File: config.mk
export PLATFORM = sky130hd
export DESIGN_NAME = serial_nibble_rx_flat
export DESIGN_NICKNAME = d
export VERILOG_FILES = /design/src/rtl/serial_nibble_rx_pkg.sv /design/src/rtl/serial_nibble_rx_if.sv /design/src/rtl/nibble_fifo2.sv /design/src/rtl/serial_nibble_rx.sv /design/src/flat_wrapper.sv
export SDC_FILE = /design/constraint.sdc
export NUM_CORES = 1
export LEC_CHECK = 0
export CORE_ASPECT_RATIO = 0.5
export CORE_MARGIN = 4
export CORE_UTILIZATION = 30
export CTS_BUF_LIST = sky130_fd_sc_hd__clkbuf_4
export DETAILED_ROUTE_END_ITERATION = 10
export PLACE_DENSITY = 0.46
export SLEW_MARGIN = 15
export SYNTH_ARGS = -nofsm -noshare
export SYNTH_HDL_FRONTEND = slang
export SYNTH_SLANG_ARGS = --single-unit
export TNS_END_PERCENT = 30
File: constraint.sdc
create_clock -name clk -period 2.1 [get_ports clk]
set_clock_uncertainty 0.05 [all_clocks]
set_input_delay 0.315 -clock clk [delete_from_list [all_inputs] [get_ports clk]]
set_output_delay 0.315 -clock clk [all_outputs]
set_load 0.01 [all_outputs]
File: src/rtl/serial_nibble_rx_pkg.sv
// rtl/serial_nibble_rx_pkg.sv - shared types and constants for the serial nibble receiver
//   package serial_rx_pkg
//     rx_state_t     : receiver state encoding (IDLE, START, DATA, PARITY, STOP)
//     BIT_CYCLES_DEF : default clocks per serial bit
//     NIB_W          : width of one P,Q,R,S code
package serial_rx_pkg;

    typedef enum logic [2:0] {
        IDLE   = 3'd0,
        START  = 3'd1,
        DATA   = 3'd2,
        PARITY = 3'd3,
        STOP   = 3'd4
    } rx_state_t;

    localparam int BIT_CYCLES_DEF = 4;
    localparam int NIB_W          = 4;

endpackage

File: src/rtl/serial_nibble_rx_if.sv
// rtl/serial_nibble_rx_if.sv - serial line and nibble handshake bundle
//   sdata     : serial line into the receiver (idles high)
//   nib       : buffered code, nib[3]=P .. nib[0]=S
//   nib_valid : head of buffer is valid
//   nib_ready : consumer accepts nib this cycle
//   par_err   : one-cycle pulse, parity failure
//   frm_err   : one-cycle pulse, stop bit sampled low
//   ovf_err   : one-cycle pulse, good frame dropped on a full buffer
//   modport master : receiver side
//   modport slave  : line driver / consumer side
interface serial_nibble_rx_if;
    import serial_rx_pkg::*;

    logic             sdata;
    logic [NIB_W-1:0] nib;
    logic             nib_valid;
    logic             nib_ready;
    logic             par_err;
    logic             frm_err;
    logic             ovf_err;

    modport master (
        input  sdata,
        input  nib_ready,
        output nib,
        output nib_valid,
        output par_err,
        output frm_err,
        output ovf_err
    );

    modport slave (
        output sdata,
        output nib_ready,
        input  nib,
        input  nib_valid,
        input  par_err,
        input  frm_err,
        input  ovf_err
    );

endinterface

File: src/rtl/nibble_fifo2.sv
// rtl/nibble_fifo2.sv - two-entry FIFO holding received nibbles
//   clk         : clock, rising edge
//   rst_n       : asynchronous active-low reset, empties the FIFO and zeroes storage
//   i_push      : write request; accepted when not full or when popping this cycle
//   i_push_data : data to write
//   o_full      : two entries held
//   i_pop       : consumer ready; a pop happens when o_valid is also high
//   o_valid     : at least one entry held
//   o_data      : head entry
module nibble_fifo2
    import serial_rx_pkg::*;
#(
    parameter int W = NIB_W
) (
    input  logic         clk,
    input  logic         rst_n,
    input  logic         i_push,
    input  logic [W-1:0] i_push_data,
    output logic         o_full,
    input  logic         i_pop,
    output logic         o_valid,
    output logic [W-1:0] o_data
);

    logic [W-1:0] r_mem [2];
    logic         r_rd_ptr;
    logic         r_wr_ptr;
    logic [1:0]   r_count;

    logic         w_pop;
    logic         w_push;

    assign w_pop  = i_pop && (r_count != 2'd0);
    // A full FIFO still takes a write when the head leaves in the same cycle;
    // both pointers then refer to the same slot and the write lands behind the read.
    assign w_push = i_push && ((r_count != 2'd2) || w_pop);

    always_ff @(posedge clk or negedge rst_n) begin
        if (!rst_n) begin
            r_mem[0] <= '0;
            r_mem[1] <= '0;
            r_rd_ptr <= 1'b0;
            r_wr_ptr <= 1'b0;
            r_count  <= 2'd0;
        end else begin
            if (w_push) begin
                r_mem[r_wr_ptr] <= i_push_data;
                r_wr_ptr        <= ~r_wr_ptr;
            end
            if (w_pop) begin
                r_rd_ptr <= ~r_rd_ptr;
            end
            case ({w_push, w_pop})
                2'b10:   r_count <= r_count + 2'd1;
                2'b01:   r_count <= r_count - 2'd1;
                default: r_count <= r_count;
            endcase
        end
    end

    assign o_data  = r_mem[r_rd_ptr];
    assign o_valid = (r_count != 2'd0);
    assign o_full  = (r_count == 2'd2);

endmodule

File: src/rtl/serial_nibble_rx.sv
// rtl/serial_nibble_rx.sv - serial receiver rebuilding P,Q,R,S codes with parity/framing checks
//   clk   : clock, rising edge
//   rst_n : asynchronous active-low reset
//   bus   : serial_nibble_rx_if.master (sdata in, nib/nib_valid/nib_ready handshake,
//           par_err/frm_err/ovf_err pulses)
//   BIT_CYCLES : clocks per serial bit, even and at least 4
module serial_nibble_rx
    import serial_rx_pkg::*;
#(
    parameter int BIT_CYCLES = BIT_CYCLES_DEF
) (
    input  logic                clk,
    input  logic                rst_n,
    serial_nibble_rx_if.master  bus
);

    localparam int CW = $clog2(BIT_CYCLES);

    localparam logic [CW-1:0] C_HALF = CW'(BIT_CYCLES / 2 - 1);
    localparam logic [CW-1:0] C_LAST = CW'(BIT_CYCLES - 1);
    localparam logic [CW-1:0] C_ONE  = CW'(1);

    localparam logic [2:0] S_IDLE   = IDLE;
    localparam logic [2:0] S_START  = START;
    localparam logic [2:0] S_DATA   = DATA;
    localparam logic [2:0] S_PARITY = PARITY;
    localparam logic [2:0] S_STOP   = STOP;

    logic             r_sync1;
    logic             r_sync2;
    logic [2:0]       r_state;
    logic [CW-1:0]    r_cyc_cnt;
    logic [1:0]       r_bit_cnt;
    logic [NIB_W-1:0] r_shift;
    logic             r_par_bit;
    logic             r_par_err;
    logic             r_frm_err;
    logic             r_ovf_err;

    logic             w_sdata_s;
    logic             w_tick;
    logic             w_stop_done;
    logic             w_par_bad;
    logic             w_full;
    logic             w_valid;
    logic             w_pop;
    logic             w_push;
    logic [NIB_W-1:0] w_head;

    // Both flops reset high so a reset never looks like a start bit.
    always_ff @(posedge clk or negedge rst_n) begin
        if (!rst_n) begin
            r_sync1 <= 1'b1;
            r_sync2 <= 1'b1;
        end else begin
            r_sync1 <= bus.sdata;
            r_sync2 <= r_sync1;
        end
    end

    assign w_sdata_s   = r_sync2;
    assign w_tick      = (r_cyc_cnt == C_LAST);
    assign w_stop_done = (r_state == S_STOP) && w_tick;
    assign w_par_bad   = (^r_shift) ^ r_par_bit;
    assign w_pop       = w_valid && bus.nib_ready;

    // Push is combinational on the stop sample so the entry is visible the next cycle.
    assign w_push = w_stop_done && w_sdata_s && !w_par_bad && (!w_full || w_pop);

    always_ff @(posedge clk or negedge rst_n) begin
        if (!rst_n) begin
            r_state   <= S_IDLE;
            r_cyc_cnt <= '0;
            r_bit_cnt <= 2'd0;
            r_shift   <= '0;
            r_par_bit <= 1'b0;
            r_par_err <= 1'b0;
            r_frm_err <= 1'b0;
            r_ovf_err <= 1'b0;
        end else begin
            r_par_err <= 1'b0;
            r_frm_err <= 1'b0;
            r_ovf_err <= 1'b0;
            case (r_state)
                S_IDLE: begin
                    if (!w_sdata_s) begin
                        r_cyc_cnt <= '0;
                        r_state   <= S_START;
                    end
                end
                S_START: begin
                    if (r_cyc_cnt == C_HALF) begin
                        // Re-checking mid-bit filters glitches shorter than half a bit.
                        r_cyc_cnt <= '0;
                        r_bit_cnt <= 2'd0;
                        r_state   <= w_sdata_s ? S_IDLE : S_DATA;
                    end else begin
                        r_cyc_cnt <= r_cyc_cnt + C_ONE;
                    end
                end
                S_DATA: begin
                    r_cyc_cnt <= w_tick ? '0 : r_cyc_cnt + C_ONE;
                    if (w_tick) begin
                        r_shift   <= {r_shift[NIB_W-2:0], w_sdata_s};
                        r_bit_cnt <= r_bit_cnt + 2'd1;
                        if (r_bit_cnt == 2'd3) begin
                            r_state <= S_PARITY;
                        end
                    end
                end
                S_PARITY: begin
                    r_cyc_cnt <= w_tick ? '0 : r_cyc_cnt + C_ONE;
                    if (w_tick) begin
                        r_par_bit <= w_sdata_s;
                        r_state   <= S_STOP;
                    end
                end
                S_STOP: begin
                    r_cyc_cnt <= w_tick ? '0 : r_cyc_cnt + C_ONE;
                    if (w_tick) begin
                        // Framing beats parity beats overflow; exactly one outcome per frame.
                        r_frm_err <= !w_sdata_s;
                        r_par_err <= w_sdata_s && w_par_bad;
                        r_ovf_err <= w_sdata_s && !w_par_bad && w_full && !w_pop;
                        r_state   <= S_IDLE;
                    end
                end
                default: begin
                    r_state   <= S_IDLE;
                    r_cyc_cnt <= '0;
                end
            endcase
        end
    end

    nibble_fifo2 #(
        .W (NIB_W)
    ) u_fifo (
        .clk         (clk),
        .rst_n       (rst_n),
        .i_push      (w_push),
        .i_push_data (r_shift),
        .o_full      (w_full),
        .i_pop       (bus.nib_ready),
        .o_valid     (w_valid),
        .o_data      (w_head)
    );

    assign bus.nib       = w_head;
    assign bus.nib_valid = w_valid;
    assign bus.par_err   = r_par_err;
    assign bus.frm_err   = r_frm_err;
    assign bus.ovf_err   = r_ovf_err;

endmodule

File: src/flat_wrapper.sv
// flat-port wrapper written by rule: the top's interface ports become plain ports
module serial_nibble_rx_flat import serial_rx_pkg::*;
#(
    parameter int BIT_CYCLES = BIT_CYCLES_DEF
)
  (clk, rst_n, bus_sdata, bus_nib_ready, bus_nib, bus_nib_valid, bus_par_err, bus_frm_err, bus_ovf_err);
  serial_nibble_rx_if bus_i ();
  input  logic clk;
  input  logic rst_n;
  input wire logic [$bits(bus_i.sdata)-1:0] bus_sdata;
  input wire logic [$bits(bus_i.nib_ready)-1:0] bus_nib_ready;
  output wire logic [$bits(bus_i.nib)-1:0] bus_nib;
  output wire logic [$bits(bus_i.nib_valid)-1:0] bus_nib_valid;
  output wire logic [$bits(bus_i.par_err)-1:0] bus_par_err;
  output wire logic [$bits(bus_i.frm_err)-1:0] bus_frm_err;
  output wire logic [$bits(bus_i.ovf_err)-1:0] bus_ovf_err;
  assign bus_i.sdata = bus_sdata;
  assign bus_i.nib_ready = bus_nib_ready;
  assign bus_nib = bus_i.nib;
  assign bus_nib_valid = bus_i.nib_valid;
  assign bus_par_err = bus_i.par_err;
  assign bus_frm_err = bus_i.frm_err;
  assign bus_ovf_err = bus_i.ovf_err;
  serial_nibble_rx #(.BIT_CYCLES(BIT_CYCLES)) u_core (.clk(clk), .rst_n(rst_n), .bus(bus_i));
endmodule
==> results.md <==
Synth:
- In the post-synthesis netlist, the biggest area contributors are dfrtp_1, mux2_2, ha_1, dfstp_2, mux2_4.
- The library cell with the largest summed area after synthesis is dfrtp_1.
- Counting instances in the post-synthesis netlist gives the leading cell types as dfrtp_1, mux2_2, o21ai_0.
- Counting flops with an async set or reset pin after synthesis yields a share of 100.0%.
- The average footprint of a synthesized cell is 11.77 um^2.
- The Yosys step of the flow raised 0 warnings.
- After synthesis the netlist holds a flip-flop and latch count of 29.
- In the synthesized netlist the dominant register cell turns out to be dfrtp_1.
- The total nets after synthesis is between 100 and 150.
- The area of the mapped netlist is between 1000 and 1500 um^2.
- The cell count after synthesis came out at 120.
- The proportion of synthesized chip area in sequential cells is between 50% and 60%.
- Yosys instantiated no cell more often than dfrtp_1.
- The fraction of synthesized cell area taken by the top area cell type is about 48%.
- The unique cell type count in the Yosys netlist is 35.
- In this run, synthesis inferred 0 flip-flops with an integrated enable.

Pwr:
- The worst-case IR drop observed on VDD is 0.2596 mV.
- For this design the static power due to leakage is ~0.81 nW.
- Dividing total power by cell area gives a power density of 1190 nW/um^2.

Die:
- From bottom edge to top edge, the die measures 56.52 um.
- The starting density of the core is 31.62%.
- The full die area is just under 6000 um^2.
- The number of core rows is 17.
- From left edge to right edge, the die measures between 100 and 150 um.
- The number of top-level design ports is 12.
- The core region is 4467 um^2.

Timing:
- The sum of negative setup slack is 0 ns.
- The count of final max-slew check failures was 0.
- For the finished layout, the period the worst path requires is 2.026 ns.
- The post-route clock period utilization is between 90% and 100%.
- The pin slew with the least headroom to its limit is around 0.38 ns.
- Across all setup checks in the final design, the least slack found is around 0.074 ns.
- The number of hold violations in the final report is 0.
- Setup repair after global routing left no endpoint under its margin.
- Measured against its own limit, the worst slew margin works out to about three quarters.
- Timing would allow up to 0.4935 GHz.
- The setup-violating endpoint count in the final report is 0.

Global route:
- The first global-routing pass estimated roughly 4300 um of wire.
- The number of antenna violations at the first check in global routing is 0.
- The largest net degree at the start of global routing is 30.
- The via count of the first global-routing pass is 909.
- The overall fraction of global-route tracks in use is a little under a tenth.
- The total overflow reported by the global router is 0.

Clock tree:
- The later pin in the worst-skew pair is clocked with a latency of between 0.3 and 0.4 ns.
- After clock tree synthesis, the clock-pin slew on the worst setup and hold paths is about 0.090 ns.
- The buffer type at the clock tree root is clkbuf_4.
- The TritonCTS buffer count is 5.
- The CTS tree is done.
- The largest buffer count on any clock path is 2.
- The clock net in this run drives a total of 29 sinks.
- The H-tree generated during clock tree synthesis spans 2 levels.

Detailed routing:
- The number of vias in the routed layout is approximately 980.
- For this run, design rule violations remaining after detail routing come to 0.
- In the routed layout, each cell is associated on average with a via count of 4.618.
- The count of antenna-violating nets left after detailed routing is 0.
- After detailed routing, the average wire length per cell comes to around 13 um.
- The first-pass iteration count of the detailed router is 4.
- The final layout contains routed wiring with a total length of ~2700 um.
- The number of violations reported at the end of detailed-routing iteration 0 is 32.

Cells and area:
- The share of layout cells above drive strength 1 is about a third.
- The number of antenna diodes in the final layout is 0.
- The area of the multi-input gates is ~670 um^2.
- The area taken by flip-flops and latches is between 700 and 800 um^2.
- In the final design database the tool counted between 150 and 200 nets.
- Counting the fill cells in the layout gives approximately 450.
- The area growth from synthesis to layout is 27.55%.

Place:
- The weighted congestion at the end of routability-driven global placement is ~0.68.
- The count of buffers added on input and output ports is 11.
- The minimum setup slack after placement is -0.06363 ns.
- The wire-length estimate of the detail-placed layout is 1906 um.

Critical path:
- For the worst setup path, the data arrival time is around 1.7 ns.
- The critical path class is flip-flop to output port.
- At the worst endpoint, the required time is 1.74 ns.
- The worst setup path is launched from a flip-flop.
- The largest fanout on the critical path is 5.
- The nature of the critical path endpoint is an output port.

Run status:
- The run finished with clean final reports.

Job:
- The tool flagged a number of max-cap violations equal to 0.

Hold path:
- The worst hold path belongs to the class input pin to asynchronous set/reset pin.
## layout make-up
cell class	instances	area share [%]
sequential	29	40.42
multi-input combinational	82	37.36
inverter	5	1.042
timing repair buffer	31	14.44
tap	57	3.958
clock buffer	5	2.083
clock inverter	3	0.6944
## state kept, by name, summed over array words and instances (netlist names)
signal                  flops
u_core.u_fifo.r_mem         8
u_core.r_shift              4
u_core.r_state              3
u_core.r_bit_cnt            2
u_core.r_cyc_cnt            2
u_core.u_fifo.r_count       2
u_core.bus.frm_err          1
u_core.bus.ovf_err          1
u_core.bus.par_err          1
u_core.r_par_bit            1
u_core.r_sync1              1
u_core.r_sync2              1
u_core.u_fifo.r_rd_ptr      1
u_core.u_fifo.r_wr_ptr      1
## final timing paths
kind                                                          from                                 end  slack [ns]  cells past startpoint
worst max-delay path            u_core.u_fifo.r_rd_ptr$_DFFE_PN0P_                          bus_nib[3]        0.07                      2
max in group asynchronous                                    rst_n            u_core.r_sync2$_DFF_PN1_        1.36                      2
worst max register to register        u_core.r_par_bit$_DFFE_PN0P_  u_core.u_fifo.r_mem[0]$_DFFE_PN0P_        0.11                      5
min in group clk                          u_core.r_sync1$_DFF_PN1_            u_core.r_sync2$_DFF_PN1_        0.31                      0
worst min-delay path                                         rst_n     u_core.r_bit_cnt[0]$_DFFE_PN0P_        0.31                      2
worst min register to register            u_core.r_sync1$_DFF_PN1_            u_core.r_sync2$_DFF_PN1_        0.31                      0
## logic make-up (layout without fill, tap and decap cells)
family,after synthesis,in the layout,share of synthesized area [%]
AOI/OAI and AO/OA,21,21,9.567
xor gates and xnor gates,9,9,6.643
adders and majority gates,5,5,4.429
buffers and inverters,9,44,2.480
DFF,29,29,51.55
muxes,14,14,11.96
and+or+nand+nor,33,33,13.37
## layout by cell type, fill, tap and decap left out, types with 2 or more instances in the layout
cell,Yosys,routed
a21oi_1,5,5
buf_4,0,20
clkbuf_4,0,5
clkdlybuf4s50_1,0,11
clkinv_1,0,2
dfrtp_1,27,27
dfstp_2,2,2
ha_1,5,4
inv_1,5,5
mux2_2,11,11
mux2_4,3,3
nand2_1,6,6
nand2b_1,2,2
nor2_1,6,6
nor2b_1,4,4
nor3_1,3,2
nor3b_1,2,2
o21ai_0,7,7
o311ai_0,2,2
or2_2,3,3
xnor2_1,5,3
xnor2_2,0,2
xor2_1,3,3
## per-layer routing
metal / up-vias / GRT usage (%) / routed length, um / part of all wire [%]
met3: 5 / 3.215 / 92 / 3.5
met2: 15 / 12.85 / 1129 / 42
met1: 471 / 12.90 / 1398 / 53
met4: 0 / 3.925 / 37 / 1.4
met5: - / 0 / 0 / 0
li1: 488 / - / - / -
## metrics by stage
| stage | cell area, um^2 | hold WS, ns | total power, W | std cells | utilization [%] |
|---|---|---|---|---|---|
| global route | 1802 | 0.3136 | 0.002300 | 212 | 40.34 |
| finish | 1802 | 0.3114 | 0.002144 | 212 | 40.34 |
| CTS | 1770 | 0.3123 | 0.002088 | 210 | 39.64 |
| floorplan | 1413 | -0.03059 | 0.001394 | 120 | - |
| global placement | 1713 | 0.2963 | 0.001740 | 202 | 38.35 |
| detailed placement | 1713 | 0.2979 | 0.001745 | 202 | 38.35 |
## critical path, cell delays in order (launching register included)
cell             delay (ns)
dfrtp_1                0.50
mux2_2                 0.37
clkdlybuf4s50_1        0.48
## where the power goes
| group | total [W] | internal (W) | switching (W) | leakage (nW) |
|---|---|---|---|---|
| clock network | 0.000310 | 0.000121 | 0.000189 | 0.0300 |
| logic | 0.00102 | 0.000570 | 0.000446 | 0.413 |
| registers | 0.000819 | 0.000693 | 0.000126 | 0.368 |
## timing repair
| action | CTS | global route |
|---|---|---|
| setup buffers | 0 | 2 |
| gates resized for setup | 1 | 4 |
| hold buffers | 0 | 0 |
| pin swaps | 1 | 3 |
| endpoints found under the setup margin | 1 | 1 |
Note: power is estimated with default switching activity, not from simulation.
